[src/rtl/mem_wb_stage.sv]
// mem_wb_stage: rv32i writeback stage.
// Captures instructions leaving the memory stage, waits for the data-memory
// response on loads, extracts/extends load data and presents one register-file
// write per retired instruction. Stalls the memory stage while a load is open.
// Optional feature macro: MEM_WB_INSTRET_EN adds a 64-bit retired-instruction
// counter on port instret.
module mem_wb_stage (
  input  logic        clk,
  input  logic        rst,
  input  logic        mem_valid,
  output logic        wb_ready,
  input  logic        mem_load_regfile,
  input  logic [3:0]  mem_regfilemux_sel,
  input  logic [4:0]  mem_rd,
  input  logic [31:0] mem_alu_out,
  input  logic        mem_br_en,
  input  logic [31:0] mem_u_imm,
  input  logic [31:0] mem_pc,
  input  logic        dmem_resp,
  input  logic [31:0] dmem_rdata,
  output logic [4:0]  rd_wb,
  output logic        load_regfile_wb,
  output logic [31:0] regfilemux_out_wb
`ifdef MEM_WB_INSTRET_EN
  ,
  output logic [63:0] instret
`endif
);

  typedef enum logic [1:0] {
    ST_EMPTY = 2'd0,
    ST_HOLD  = 2'd1,
    ST_WAIT  = 2'd2
  } state_t;

  state_t      state_q, state_d;
  logic        lr_q, lr_d;
  logic [3:0]  sel_q, sel_d;
  logic [4:0]  rd_q, rd_d;
  logic [31:0] alu_q, alu_d;
  logic        br_q, br_d;
  logic [31:0] uimm_q, uimm_d;
  logic [31:0] pc_q, pc_d;
  logic [31:0] rdata_q, rdata_d;

  logic        capture;
  logic        capture_is_load;
  logic        holding;
  logic [7:0]  load_byte;
  logic [15:0] load_half;
  logic [31:0] wb_value;

  // Only a pending load response blocks new instructions.
  assign wb_ready = (state_q != ST_WAIT);
  assign capture  = mem_valid && wb_ready;
  assign holding  = (state_q == ST_HOLD);

  // Decode whether the incoming instruction needs a data-memory response.
  always_comb begin
    capture_is_load = 1'b0;
    case (mem_regfilemux_sel)
      4'd3, 4'd5, 4'd6, 4'd7, 4'd8: capture_is_load = 1'b1;
      default:                      capture_is_load = 1'b0;
    endcase
  end

  // Next-state and held-field update; dmem_resp only matters in WAIT.
  always_comb begin
    state_d = state_q;
    lr_d    = lr_q;
    sel_d   = sel_q;
    rd_d    = rd_q;
    alu_d   = alu_q;
    br_d    = br_q;
    uimm_d  = uimm_q;
    pc_d    = pc_q;
    rdata_d = rdata_q;
    case (state_q)
      ST_EMPTY, ST_HOLD: begin
        if (capture) begin
          lr_d    = mem_load_regfile;
          sel_d   = mem_regfilemux_sel;
          rd_d    = mem_rd;
          alu_d   = mem_alu_out;
          br_d    = mem_br_en;
          uimm_d  = mem_u_imm;
          pc_d    = mem_pc;
          state_d = capture_is_load ? ST_WAIT : ST_HOLD;
        end else begin
          state_d = ST_EMPTY;
        end
      end
      ST_WAIT: begin
        if (dmem_resp) begin
          rdata_d = dmem_rdata;
          state_d = ST_HOLD;
        end
      end
      default: state_d = ST_EMPTY;
    endcase
  end

  // Load lane extraction and writeback source select from held registers.
  always_comb begin
    load_byte = rdata_q[{alu_q[1:0], 3'b000} +: 8];
    load_half = alu_q[1] ? rdata_q[31:16] : rdata_q[15:0];
    wb_value  = 32'd0;
    case (sel_q)
      4'd0: wb_value = alu_q;
      4'd1: wb_value = {31'd0, br_q};
      4'd2: wb_value = uimm_q;
      4'd3: wb_value = rdata_q;
      4'd4: wb_value = pc_q + 32'd4;
      4'd5: wb_value = {{24{load_byte[7]}}, load_byte};
      4'd6: wb_value = {24'd0, load_byte};
      4'd7: wb_value = {{16{load_half[15]}}, load_half};
      4'd8: wb_value = {16'd0, load_half};
      default: wb_value = 32'd0;
    endcase
  end

  // Register-file port is driven only while an instruction is held.
  always_comb begin
    rd_wb             = holding ? rd_q : 5'd0;
    load_regfile_wb   = holding && lr_q && (rd_q != 5'd0);
    regfilemux_out_wb = holding ? wb_value : 32'd0;
  end

  // State and held-field registers; reset drops any outstanding load.
  always_ff @(posedge clk or posedge rst) begin
    if (rst) begin
      state_q <= ST_EMPTY;
      lr_q    <= 1'b0;
      sel_q   <= 4'd0;
      rd_q    <= 5'd0;
      alu_q   <= 32'd0;
      br_q    <= 1'b0;
      uimm_q  <= 32'd0;
      pc_q    <= 32'd0;
      rdata_q <= 32'd0;
    end else begin
      state_q <= state_d;
      lr_q    <= lr_d;
      sel_q   <= sel_d;
      rd_q    <= rd_d;
      alu_q   <= alu_d;
      br_q    <= br_d;
      uimm_q  <= uimm_d;
      pc_q    <= pc_d;
      rdata_q <= rdata_d;
    end
  end

`ifdef MEM_WB_INSTRET_EN
  logic [63:0] instret_q, instret_d;

  // Every HOLD cycle is exactly one retirement, write or not.
  always_comb begin
    instret_d = instret_q + {63'd0, holding};
  end

  // Retired-instruction counter register.
  always_ff @(posedge clk or posedge rst) begin
    if (rst) begin
      instret_q <= 64'd0;
    end else begin
      instret_q <= instret_d;
    end
  end

  assign instret = instret_q;
`endif

endmodule

[config.mk]
export PLATFORM = sky130hd
export DESIGN_NAME = mem_wb_stage
export DESIGN_NICKNAME = d
export VERILOG_FILES = /design/src/rtl/mem_wb_stage.sv
export SDC_FILE = /design/constraint.sdc
export NUM_CORES = 1
export LEC_CHECK = 0
export ABC_CLOCK_PERIOD_IN_PS = 14400
export CORE_MARGIN = 8
export CORE_UTILIZATION = 54
export CTS_CLUSTER_DIAMETER = 100
export DETAILED_ROUTE_END_ITERATION = 16
export HOLD_SLACK_MARGIN = 0.03
export PLACE_DENSITY_LB_ADDON = 0.15
export SYNTH_ARGS = -nofsm -noshare
export SYNTH_HDL_FRONTEND = slang
export SYNTH_SLANG_ARGS = --single-unit
[constraint.sdc]
create_clock -name clk -period 14.4 [get_ports clk]
set_input_delay 2.88 -clock clk [delete_from_list [all_inputs] [get_ports clk]]
set_output_delay 2.88 -clock clk [all_outputs]
set_load 0.01 [all_outputs]
# ---- Word-level counts from Yosys, hierarchy flattened
# Index checks and enable logic that the tools add are counted.
dict set report word_totals {
  in_bits 143
  out_inout_bits 39
  wordCells 47
  ff_bits 141
}
dict set report classes {
  n_shift 1
  mux 9
  eq_ne 17
  reduce_logical 10
  addsub 1
}
# cell count
set ops {}
lappend ops {{32-bit one-hot mux with 9 select lines} 1}
lappend ops {{32-bit by 3-bit adder with 32-bit output (second input constant)} 1}
lappend ops {{32-bit 2-to-1 mux} 1}
lappend ops {{32-bit by 6-bit variable part select with 8-bit output} 1}
lappend ops {{4-bit by 3-bit equality test with 1-bit output (second input constant)} 7}
lappend ops {{16-bit 2-to-1 mux} 1}
lappend ops {{4-bit by 2-bit equality test with 1-bit output (second input constant)} 3}
lappend ops {{4-bit equality test (second input constant)} 2}
lappend ops {{2-bit 2-to-1 mux} 3}
lappend ops {{5-bit 2-to-1 mux} 1}
lappend ops {{5-bit nonzero test} 1}
lappend ops {{5-bit OR reduction} 1}
lappend ops {{4-bit by 1-bit equality test with 1-bit output (second input constant)} 1}
lappend ops {{4-bit logical NOT} 1}
lappend ops {{2-bit != test (second input constant)} 2}
lappend ops {{2-bit one-hot mux with 2 select lines} 1}
lappend ops {{2-bit AND reduction} 2}
lappend ops {{1-bit logical AND} 3}
lappend ops {{2-bit by 1-bit equality test with 1-bit output (second input constant)} 1}
lappend ops {{2-bit equality test (second input constant)} 1}
lappend ops {{2-bit logical NOT} 1}
lappend ops {{2-bit OR reduction} 1}
lappend ops {{1-bit 2-to-1 mux} 1}

# ---- Depth between registers and ports, before layout
# Gate-level depths: netlist of the first run.
dict set report logic_depth {
  depth_word 6
  depth_mapped 7
  ltp_nobuf 6
}

# ---- Worst setup path before layout of the first run
# No wires, ideal clock.
dict set report synth_path {
  kind {flip-flop to output port}
  startpoint {register pc_q[10]}
  endpoint {output regfilemux_out_wb[30]}
  required_ps 11520
  arrival_time_ps 1758
  n_path_buf 0
  path_stages_with_launch 6
  setup_slack_ps 9762
  cell_sequence {dfrtp_1 > nand4_1 > nor4_4 > or3b_1 > xor2_1 > o22ai_1}
}
dict set report synth_via {
  elab_chain_cells 3
}
# item line
set synth_rtl {}
lappend synth_rtl {{start, declared} 43} ;# logic [31:0] pc_q, pc_d;
lappend synth_rtl {{start signal, assigned} 149} ;# pc_q <= pc_d;
lappend synth_rtl {{32-bit by 3-bit adder with 32-bit output} 113} ;# 4'd4: wb_value = pc_q + 32'd4;
lappend synth_rtl {{32-bit one-hot mux with 9 select lines} 108} ;# case (sel_q)
lappend synth_rtl {{32-bit 2-to-1 mux} 126} ;# regfilemux_out_wb = holding ? wb_value : 32'd0;
lappend synth_rtl {{end, declared} 23} ;# output logic [31:0] regfilemux_out_wb
# No other way between the ends.

# ---- Worst setup path after layout of the first run
dict set report layout_path {
  startpoint {register sel_q[0]}
  endpoint {output regfilemux_out_wb[5]}
}
dict set report layout_via {
  elab_chain_cells 3
  word_cells_on_any_way 11
  cone_classes {eq/ne: 8; mux: 2; reduce/logical: 1}
}
# item line
set layout_rtl {}
lappend layout_rtl {{start, declared} 38} ;# logic [3:0] sel_q, sel_d;
lappend layout_rtl {{start signal, assigned} 144} ;# sel_q <= sel_d;
lappend layout_rtl {{4-bit equality test (tied with other cells)} 108}
lappend layout_rtl {{32-bit one-hot mux with 9 select lines (*)} 108}
lappend layout_rtl {{32-bit 2-to-1 mux (*)} 126}
# Every way passes the cells marked *; elsewhere a longest branch is shown, timed or not.

==> impl_results.md, run 1 <==
- Status: complete, no violations
- Core box area: between 10000 and 15000 µm²
- Largest net degree at the start of global routing: 86
- Seq/Total Area, Yosys: 46.8%
- Clock tree from TritonCTS: yes
- TritonCTS Buffers: 17
- Fin nets: 960
- Final hold viol count: 0
- Port-buffer cells: 181
- Area contributors post-synth: dfrtp_1, mux2_2, mux2i_1, a21oi_1, a22o_1
- Hold path depth: 1
- Period minus WS final: 6.52 ns
- Final setup violation count: 0
- Chip width: 134 µm
- Reg-to-Reg Start: state_q[1]$_DFFE_PP0P_
- Synthesized area per cell: 11.6 µm²
- Worst EP arrival: 3.64 ns
- Hold Path End: uimm_q[7]$_DFFE_PP0P_
- RSZ-0062 raised after global routing: no
- Routed Wire Length: 23600 µm
- Final GP Congestion: 0.948
- Slowest cell delay on critical path: 1.05 ns
- Average wire per standard cell: about 23 µm
- Max VDD drop: about 130 µV
- Crit path max fanout: 46
- Cells after synthesis: 651
- FF-to-FF setup slack: 12.50 ns
- Post-CTS Setup Bufs: 0
- Max Fclk: about 150 MHz
- Leakage power: 3.97 nW
- HP Start: uimm_q[7]$_DFFE_PP0P_
- Setup TNS: 0 ns
- Vias: 6080
- First-pass GRT wire length: 36700 µm
- Routed Antenna Nets: 0
- P&R area growth vs syn: 33.1%
- Worst EP required: 11.52 ns
- CTS resizes: 0
- Ratio of cells with drive above 1 in the final layout: 26.2%
- Row Count: 43
- Clk_lat worst skew: 0.42 ns
- Top_reg_cell synth: dfrtp_1
- Synth warn: 0
- Reg-to-reg critical path endpoint: rdata_q[10]$_DFFE_PP0P_
- Initial antenna violation count: 0
- Post-synth EDFFs: 0
- Starting Density: 54.8%
- All-Layer GR Usage: 26.3%
- I/O pins: 182
- Clk sinks: 141
- Number of global-route vias before repair: 6327
- Post-Place Cells: 977
- WS Path Type: reg2out
- H-tree depth: 4
- CP Launch Type: flop
- Pins Over Slew Limit: 0
- Overflow after GRT: 0
- Slew margin rel.: approximately 22%
- Distinct cell type count after synthesis: 56
- Syn_nets: 795
- Dpl hpwl: 17100 µm
- Crit end category: output pin
- Layout Skew: 0.00595 ns
- Commonest non-fill, non-tap cell in the layout: clkdlybuf4s50_1
- Die area: 18000 µm²
- Clock Pin Slew Worst Setup and Hold Paths: 0.06 ns
- Yosys top cell area share: between 40% and 50%
- Final std cells w/o fill: approximately 1000
- Cells on worst reg2reg path: 3
- Hold WS: 0.506 ns
- Vias/cell: 6.03
- CTS Buffer Depth: 2
- Drt first pass iters: 7
- Synth async-reset ratio: 100%
- Drt first-iter violations: between 400 and 500
- Final Total Pwr: 0.00142 W
- Mapped Area: approximately 7500 µm²
- Root buffer cell: clkbuf_16
- Power per Cell Area: approximately 140 nW/µm²
- DIE HEIGHT: 134 µm
- Inserted Diodes: 0
- Max Cap Viol: 0
- # DRC: 0
- Cts hold-fix bufs: 0
- Min-Delay Path Class: reg2reg
- Synth Register Bits: roughly 140
- Most frequent cells in the layout: clkdlybuf4s50_1, mux2_2, dfrtp_1, a21oi_1, nand2_1
- Slew @ Worst Pin: 1.16 ns
- Slowest CP cell: dfrtp_2
- Synth area leader: dfrtp_1
- Final Cycle Share: 45.3%
- CP Cell Sequence: nor3_1, nand2_1, a21boi_0, o221ai_1, nor2b_1, clkdlybuf4s50_1
-- where the power goes --
part	total [W]	switching [W]	internal (W)
sequential	0.000589	0.000100	0.000489
combinational	0.000414	0.000189	0.000225
clock	0.000420	0.000173	0.000247
-- worst max-delay path: cells and delay by family (launching register included) --
| kind | cells | cell delay, ns |
|---|---|---|
| DFF | 1 | 1.05 |
| buffers and inverters | 1 | 0.53 |
| and+or+nand+nor | 3 | 0.59 |
| AOI/OAI and AO/OA | 2 | 1.05 |
-- cells by family (layout without fill, tap and decap cells) --
kind of cell / count (synthesis) / after routing / synth area share, %
xor+xnor: 24 / 24 / 2.79
buf+inv: 53 / 230 / 2.92
mux: 181 / 181 / 26.8
fa+ha+maj: 3 / 3 / 0.431
simple gates: 126 / 126 / 9.40
flops: 141 / 141 / 46.8
compound gates: 123 / 123 / 10.9
-- final cells by class --
cell class                      instances  area, µm²
Fill cell                             956       3730
Timing Repair Buffer                  189       1870
Tap cell                              180        225
Clock inverter                         12        113
Sequential cell                       141       3530
Inverter                               10       42.5
Multi-Input combinational cell        457       3810
Clock buffer                           19        453
-- layer usage --
metal	global-route usage [%]	part of all wire [%]	vias to the layer above	wire length, µm
li1	-	-	2753	-
met1	34.4	43	3041	10100
met2	41.5	48	252	11200
met3	7.03	7.3	34	1720
met4	8.55	2.1	0	501
met5	0	0	-	0
-- state kept, by name, summed over array words and instances (netlist names) --
register  count
rdata_q      32
uimm_q       32
sel_q         4
rd_q          5
pc_q         32
alu_q        32
lr_q          1
br_q          1
state_q       2
-- synthesized netlist by cell type, types with 4 or more instances --
cell type,count
a22o_1,16
o21ai_0,14
a22oi_1,8
nand4_1,9
nand3_1,11
nand2_1,26
nor4_1,5
o22ai_1,18
clkbuf_1,27
or2_2,8
a211oi_1,7
mux2_2,157
nor3_1,12
dfrtp_1,141
inv_1,10
buf_1,4
xor2_1,12
buf_2,11
nor2b_1,5
and2_1,8
nor2_1,19
a31oi_1,7
a21oi_1,31
xnor2_1,12
mux2i_1,23
nand2b_1,5
-- worst max-delay path by stage --
stage                               startpoint                    end  cells after the start
after floorplan                            rst   alu_q[0]$_DFFE_PP0P_                      1
after global placement    sel_q[2]$_DFFE_PP0P_  regfilemux_out_wb[30]                      5
after detailed placement  sel_q[0]$_DFFE_PP0P_   regfilemux_out_wb[5]                      6
after CTS                 sel_q[0]$_DFFE_PP0P_   regfilemux_out_wb[5]                      6
after global routing      sel_q[0]$_DFFE_PP0P_   regfilemux_out_wb[5]                      6
final                     sel_q[0]$_DFFE_PP0P_   regfilemux_out_wb[5]                      6
-- through the flow --
stage / cell area [µm²] / util [%] / worst slack [ns]
2_1_floorplan: 7540 / - / 7.74
3_3_place_gp: 9480 / 68.8 / 8.48
3_5_place_dp: 9480 / 68.8 / 8.37
4_1_cts: 10000 / 72.9 / 7.89
5_1_grt: 10000 / 72.9 / 7.66
6_report: 10000 / 72.9 / 7.88
(Power assumes the default switching activity.)
==> run 2: changes to the inputs <==
--- a/config.mk
+++ b/config.mk
@@ -5,9 +5,9 @@
 export SDC_FILE = /design/constraint.sdc
 export NUM_CORES = 1
 export LEC_CHECK = 0
-export ABC_CLOCK_PERIOD_IN_PS = 14400
+export ABC_CLOCK_PERIOD_IN_PS = 6400
 export CORE_MARGIN = 8
-export CORE_UTILIZATION = 54
+export CORE_UTILIZATION = 50
 export CTS_CLUSTER_DIAMETER = 100
 export DETAILED_ROUTE_END_ITERATION = 16
 export HOLD_SLACK_MARGIN = 0.03
==> constraint.sdc (replaced) <==
create_clock -name clk -period 6.4 [get_ports clk]
set_input_delay 1.28 -clock clk [delete_from_list [all_inputs] [get_ports clk]]
set_output_delay 1.28 -clock clk [all_outputs]
set_load 0.01 [all_outputs]
==> impl_results.md, run 2 (same netlist as run 1, synthesis figures left out) <==
- Drt first-iter violations: 330 (was 411)
- Drt first pass iters: 4 (was 7)
- Core box area: 15000 µm² (was 13800 µm²)
- Met2 usage: 39.5% (was 41.5%)
- Overflow after GRT: 0 (unchanged)
- CTS Buffer Depth: 2 (unchanged)
- Number of global-route vias before repair: 6326 (was 6327)
- Starting Density: 50.4% (was 54.8%)
- Status: complete, no violations (unchanged)
- H-tree depth: 4 (unchanged)
- Routing usage on met3: 6.78% (was 7.03%)
- Vias: 5983 (was 6080)
- FF-to-FF setup slack: 4.04 ns (was 12.50 ns)
- Fin nets: 959 (was 960)
- Commonest non-fill, non-tap cell in the layout: clkdlybuf4s50_1 (unchanged)
- Min-Delay Path Class: reg2reg (unchanged)
- GRT Max-Usage Layer: met2 (unchanged)
- P&R area growth vs syn: 34.2% (was 33.1%)
- Final Core Density: 67.6% (was 72.9%)
- RSZ-0062 raised after global routing: no (unchanged)
- WS Path Type: reg2out (unchanged)
- Max Cap Viol: 0 (unchanged)
- Slew margin rel.: 15.4% (was 22.2%)
- Critical path's top delay family: compound AO/OA/AOI/OAI gates (was flip-flops)
- Post-CTS Setup Bufs: 0 (unchanged)
- Clk sinks: 141 (unchanged)
- Clock tree from TritonCTS: yes (unchanged)
- Worst EP required: 5.12 ns (was 11.52 ns)
- Hold path depth: 1 (unchanged)
- Reg-to-reg critical path endpoint: uimm_q[18]$_DFFE_PP0P_ (was rdata_q[10]$_DFFE_PP0P_)
- Chip width: 139 µm (was 134 µm)
- All-Layer GR Usage: 24.9% (was 26.3%)
- Period minus WS final: 4.96 ns
- CTS resizes: 0 (unchanged)
- Leakage power: 4.01 nW (was 3.97 nW)
- CP Cell Sequence: buf_4, nor3_1, nand2_1, a21boi_0, o221ai_1, nor2b_1, clkdlybuf4s50_1 (was nor3_1, nand2_1, a21boi_0, o221ai_1, nor2b_1, clkdlybuf4s50_1)
- Flip-flop and latch area: 3530 µm² (unchanged)
- Inserted Diodes: 0 (unchanged)
- Die area: 19300 µm² (was 18000 µm²)
- Pins Over Slew Limit: 0 (unchanged)
- Reg-to-Reg Start: state_q[1]$_DFFE_PP0P_ (unchanged)
- Slowest CP cell: a21boi_0 (was dfrtp_2)
- Layout Skew: 0.00756 ns (was 0.00595 ns)
- Cts hold-fix bufs: 0 (unchanged)
- Port-buffer cells: 181 (unchanged)
- Row Count: 45 (was 43)
- First-pass GRT wire length: 37000 µm (was 36700 µm)
- Buf+Inv Stages, Crit Path: 2 (was 1)
- Clk_lat worst skew: 0.42 ns (about the same)
- Footprint of the multi-input gates: 3810 µm² (unchanged)
- Max VDD drop: 219 µV (was 126 µV)
- Slowest cell delay on critical path: 0.82 ns (was 1.05 ns)
- Clock Pin Slew Worst Setup and Hold Paths: 0.06 ns (about the same)
- Ratio of cells with drive above 1 in the final layout: 25.8% (was 26.2%)
- Max Fclk: 201 MHz
- # DRC: 0 (unchanged)
- Power per Cell Area: 328 nW/µm² (was 142 nW/µm²)
- DIE HEIGHT: 139 µm (was 134 µm)
- Average wire per standard cell: 23.3 µm (was 23.4 µm)
- Final GP Congestion: 0.890 (was 0.948)
- Slew @ Worst Pin: 1.26 ns (was 1.16 ns)
- Crit end category: output pin (unchanged)
- CP Launch Type: flop (unchanged)
- Routed Antenna Nets: 0 (unchanged)
- Most frequent cells in the layout: clkdlybuf4s50_1, mux2_2, dfrtp_1, a21oi_1, nand2_1 (unchanged)
- TritonCTS Buffers: 17 (unchanged)
- Final hold viol count: 0 (unchanged)
- I/O pins: 182 (unchanged)
- HP Start: uimm_q[19]$_DFFE_PP0P_ (was uimm_q[7]$_DFFE_PP0P_)
- Worst EP arrival: 3.68 ns (was 3.64 ns)
- Largest net degree at the start of global routing: 104 (was 86)
- Final setup violation count: 0 (unchanged)
- Cells on worst reg2reg path: 3 (unchanged)
- Dpl hpwl: 17400 µm (was 17100 µm)
- Final Cycle Share: between 70% and 80%
- Hold Path End: uimm_q[19]$_DFFE_PP0P_ (was uimm_q[7]$_DFFE_PP0P_)
- Setup TNS: 0 ns (unchanged)
- Fillcell total: 1118 (was 956)
- GR Util met1: 32.6% (was 34.4%)
- Crit path max fanout: 33 (was 46)
- Root buffer cell: clkbuf_16 (unchanged)
- Initial antenna violation count: 0 (unchanged)
- Routed Wire Length: 23700 µm (was 23600 µm)
- Final Total Pwr: 0.00332 W (was 0.00142 W)
- Vias/cell: 5.89 (was 6.03)
-- run 2: cell types whose count changed in the layout (fill, tap and decap cells not counted), moves of 2 or more --
cell	previous run	this run
clkbuf_1	0	3
buf_4	8	6
bufinv_16	1	4
clkinv_4	3	1
clkinvlp_4	2	0
-- run 2: how the worst max path moves through the flow --
stage / startpoint / end / depth (start not counted)
finish: sel_q[1]$_DFFE_PP0P_ / regfilemux_out_wb[5] / 7
global route: sel_q[1]$_DFFE_PP0P_ / regfilemux_out_wb[2] / 7
CTS: sel_q[1]$_DFFE_PP0P_ / regfilemux_out_wb[5] / 7
detailed placement: sel_q[1]$_DFFE_PP0P_ / regfilemux_out_wb[5] / 7
global placement: sel_q[1]$_DFFE_PP0P_ / regfilemux_out_wb[2] / 7
floorplan: rst / alu_q[0]$_DFFE_PP0P_ / 1
-- run 2: layout make-up --
cell class              instances  area share (%)
clock buffers                  23            4.72
clock inverters                 9            1.54
repair buffers                188            18.5
well taps                     188            2.32
inverters                      10           0.420
flip-flops and latches        141            34.8
multi-input cells             457            37.6
-- run 2: power breakdown --
| group | total [W] | internal (W) | switching [W] |
|---|---|---|---|
| logic | 0.000928 | 0.000508 | 0.000420 |
| registers | 0.00133 | 0.00110 | 0.000233 |
| clock network | 0.00106 | 0.000685 | 0.000379 |
| total | 0.00332 | 0.00229 | 0.00103 |
-- run 2: through the flow --
step	setup slack, ns	cells	area [µm²]	hold WS [ns]
global route	1.22	1016	10100	0.522
floorplan	1.34	651	7540	0.473
global placement	2.09	984	9490	0.486
CTS	1.45	1016	10100	0.508
finish	1.44	1016	10100	0.508
detailed placement	1.92	984	9490	0.493
-- run 2: worst register-to-register path, cell delays in order (launching register included) --
cell and delay, ns:
dfrtp_1 0.43, nor2b_4 0.95, buf_12 0.42, mux2_2 0.45
-- run 2: layer usage --
layer,vias to the layer above,share of wire (%)
met3,35,6.4
met5,-,0
met1,2986,44
li1,2748,-
met2,214,47
met4,0,1.9
==> run 3: changes to the inputs <==
--- a/config.mk
+++ b/config.mk
@@ -5,9 +5,9 @@
 export SDC_FILE = /design/constraint.sdc
 export NUM_CORES = 1
 export LEC_CHECK = 0
-export ABC_CLOCK_PERIOD_IN_PS = 6400
+export ABC_CLOCK_PERIOD_IN_PS = 4500
 export CORE_MARGIN = 8
-export CORE_UTILIZATION = 50
+export CORE_UTILIZATION = 45
 export CTS_CLUSTER_DIAMETER = 100
 export DETAILED_ROUTE_END_ITERATION = 16
 export HOLD_SLACK_MARGIN = 0.03
==> constraint.sdc (replaced) <==
create_clock -name clk -period 4.5 [get_ports clk]
set_input_delay 0.9 -clock clk [delete_from_list [all_inputs] [get_ports clk]]
set_output_delay 0.9 -clock clk [all_outputs]
set_load 0.01 [all_outputs]
==> impl_results.md, run 3 (same netlist as run 1, synthesis figures left out) <==
- Final GP Congestion: 0.922 (was 0.890)
- Clock share of power: 31.7% (was 32.0%)
- Cts hold-fix bufs: 0 (unchanged)
- Crit end category: output pin (unchanged)
- Post-CTS Setup Bufs: 0 (unchanged)
- Routed Wire Length: 24900 µm (was 23700 µm)
- Cells on worst reg2reg path: 3 (unchanged)
- Max Fclk: 248 MHz
- Drt first pass iters: 7 (was 4)
- CTS resizes: 0 (unchanged)
- CP Launch Type: flop (unchanged)
- Average wire per standard cell: 23.5 µm (was 23.3 µm)
- Crit path max fanout: 23 (was 33)
- Min-Delay Path Class: reg2reg (unchanged)
- Hold WS: 0.505 ns (was 0.508 ns)
- All-Layer GR Usage: 23.3% (was 24.9%)
- Sequential share of power: 39.5% (was 40.1%)
- Pins Over Slew Limit: 0 (unchanged)
- Flip-flop and latch area: 3530 µm² (unchanged)
- Inserted Diodes: 0 (unchanged)
- Met3 wire len: 1520 µm (about the same)
- Chip width: 145 µm (was 139 µm)
- Max Cap Viol: 0 (unchanged)
- Clk sinks: 141 (unchanged)
- Hold path depth: 1 (unchanged)
- Initial antenna violation count: 0 (unchanged)
- Ratio of cells with drive above 1 in the final layout: 26.8% (was 25.8%)
- Switching share of power: 31.4% (was 31.0%)
- Vias: 6063 (was 5983)
- Layout Skew: 0.00560 ns (was 0.00756 ns)
- HP Start: uimm_q[28]$_DFFE_PP0P_ (was uimm_q[19]$_DFFE_PP0P_)
- Reg-to-reg critical path endpoint: alu_q[28]$_DFFE_PP0P_ (was uimm_q[18]$_DFFE_PP0P_)
- Reg-to-Reg Start: state_q[1]$_DFFE_PP0P_ (unchanged)
- Clock tree from TritonCTS: yes (unchanged)
- Routed Antenna Nets: 0 (unchanged)
- # DRC: 0 (unchanged)
- Root buffer cell: clkbuf_16 (unchanged)
- Period minus WS final: about 4.0 ns
- Worst EP required: 3.60 ns (was 5.12 ns)
- Overflow after GRT: 0 (unchanged)
- Core box area: 16500 µm² (was 15000 µm²)
- Slew @ Worst Pin: 0.884 ns (was 1.26 ns)
- Slew margin rel.: 40.9% (was 15.4%)
- DIE HEIGHT: 145 µm (was 139 µm)
- Drt first-iter violations: 512 (was 330)
- Final hold viol count: 0 (unchanged)
- Final Cycle Share: 89.5%
- WS Path Type: reg2out (unchanged)
- Max Used Layer: met4 (unchanged)
- DRT met1 WL: 11400 µm (was 10500 µm)
- Die area: 21200 µm² (was 19300 µm²)
- Power per Cell Area: 465 nW/µm² (was 328 nW/µm²)
- Psw: 0.00150 W (was 0.00103 W)
- First-pass GRT wire length: 38400 µm (was 37000 µm)
- Hold Path End: uimm_q[28]$_DFFE_PP0P_ (was uimm_q[19]$_DFFE_PP0P_)
- Setup TNS: 0 ns (unchanged)
- Starting Density: 45.8% (was 50.4%)
- Number of global-route vias before repair: 6297 (was 6326)
- Status: complete, no violations (unchanged)
- Vias/cell: 5.73 (was 5.89)
- TritonCTS Buffers: 17 (unchanged)
- Final setup violation count: 0 (unchanged)
- Met2 WL: 11600 µm (was 11200 µm)
- FF-to-FF setup slack: 2.62 ns (was 4.04 ns)
- Clk_lat worst skew: 0.42 ns (about the same)
- Commonest non-fill, non-tap cell in the layout: clkdlybuf4s50_1 (unchanged)
- Most frequent cells in the layout: clkdlybuf4s50_1, mux2_2, dfrtp_1, a21oi_1, nand2_1 (unchanged)
- Row Count: 47 (was 45)
- Largest net degree at the start of global routing: 142 (was 104)
- Fillcell total: 1313 (was 1118)
- Internal power: 0.00328 W (was 0.00229 W)
- Comb power frac: 28.8% (was 27.9%)
- CTS Buffer Depth: 2 (unchanged)
- Max VDD drop: 298 µV (was 219 µV)
- Worst EP arrival: 3.13 ns (was 3.68 ns)
- H-tree depth: 4 (unchanged)
- RSZ-0062 raised after global routing: no (unchanged)
- Clock Pin Slew Worst Setup and Hold Paths: 0.06 ns (about the same)
- Footprint of the multi-input gates: 3810 µm² (unchanged)
- Dpl hpwl: 18500 µm (was 17400 µm)
- Leakage power: 4.06 nW (was 4.01 nW)
- Fin nets: 970 (was 959)
- Port-buffer cells: 181 (unchanged)
- I/O pins: 182 (unchanged)
- P&R area growth vs syn: 36.0% (was 34.2%)
run 3: cell types whose count changed in the layout (fill, tap and decap cells not counted), sizes merged:
cell | previous run | this run
buf | 7 | 18
clkinvlp | 0 | 3
clkinv | 3 | 1
clkbuf | 23 | 22
inv | 12 | 11
run 3: power groups by stage:
stage                     Combinational (W)  Sequential (W)  Clock [W]
after CTS                           0.00137         0.00188    0.00154
after floorplan                    0.000914         0.00174          0
after global routing                0.00147         0.00193    0.00159
after global placement              0.00133         0.00189          0
final                               0.00137         0.00189    0.00152
after detailed placement            0.00135         0.00190          0
run 3: metrics by stage:
stage | cell area [µm²] | total power [W] | util, % | std cells | setup WS, ns
2_1_floorplan | 7550 | 0.00266 | - | 651 | 1.84
3_3_place_gp | 9630 | 0.00322 | 58.5 | 1027 | 1.00
3_5_place_dp | 9630 | 0.00325 | 58.5 | 1027 | 0.941
4_1_cts | 10300 | 0.00478 | 62.3 | 1058 | 0.476
5_1_grt | 10300 | 0.00499 | 62.3 | 1058 | 0.372
6_report | 10300 | 0.00478 | 62.3 | 1058 | 0.474
run 3: worst max path at each step:
stage                         startpoint                    to  cells after the start
floorplan                            rst  alu_q[0]$_DFFE_PP0P_                      1
global placement    sel_q[0]$_DFFE_PP0P_  regfilemux_out_wb[4]                      7
detailed placement  sel_q[0]$_DFFE_PP0P_  regfilemux_out_wb[4]                      7
CTS                 sel_q[0]$_DFFE_PP0P_  regfilemux_out_wb[4]                      7
global route        sel_q[0]$_DFFE_PP0P_  regfilemux_out_wb[4]                      7
finish              sel_q[0]$_DFFE_PP0P_  regfilemux_out_wb[4]                      7
run 3: area by class of cell:
type	instances	area share, %
multi-input cells	457	37.1
flip-flops and latches	141	34.4
repair buffers	199	19.2
clock buffers	22	4.62
well taps	220	2.68
clock inverters	9	1.54
inverters	10	0.402
run 3: per-layer routing:
| layer | GRT usage (%) | vias up |
|---|---|---|
| li1 | - | 2762 |
| met4 | 5.73 | 0 |
| met3 | 5.94 | 22 |
| met1 | 31.4 | 3060 |
| met2 | 36.9 | 219 |
| met5 | 0 | - |
run 3: worst max-delay path: stages (launching register included):
cell	delay, ns
dfrtp_2	0.60
nor3_1	0.44
nand2_1	0.15
a21boi_0	0.23
buf_4	0.22
or2_2	0.29
a31oi_1	0.21
clkdlybuf4s50_1	0.58
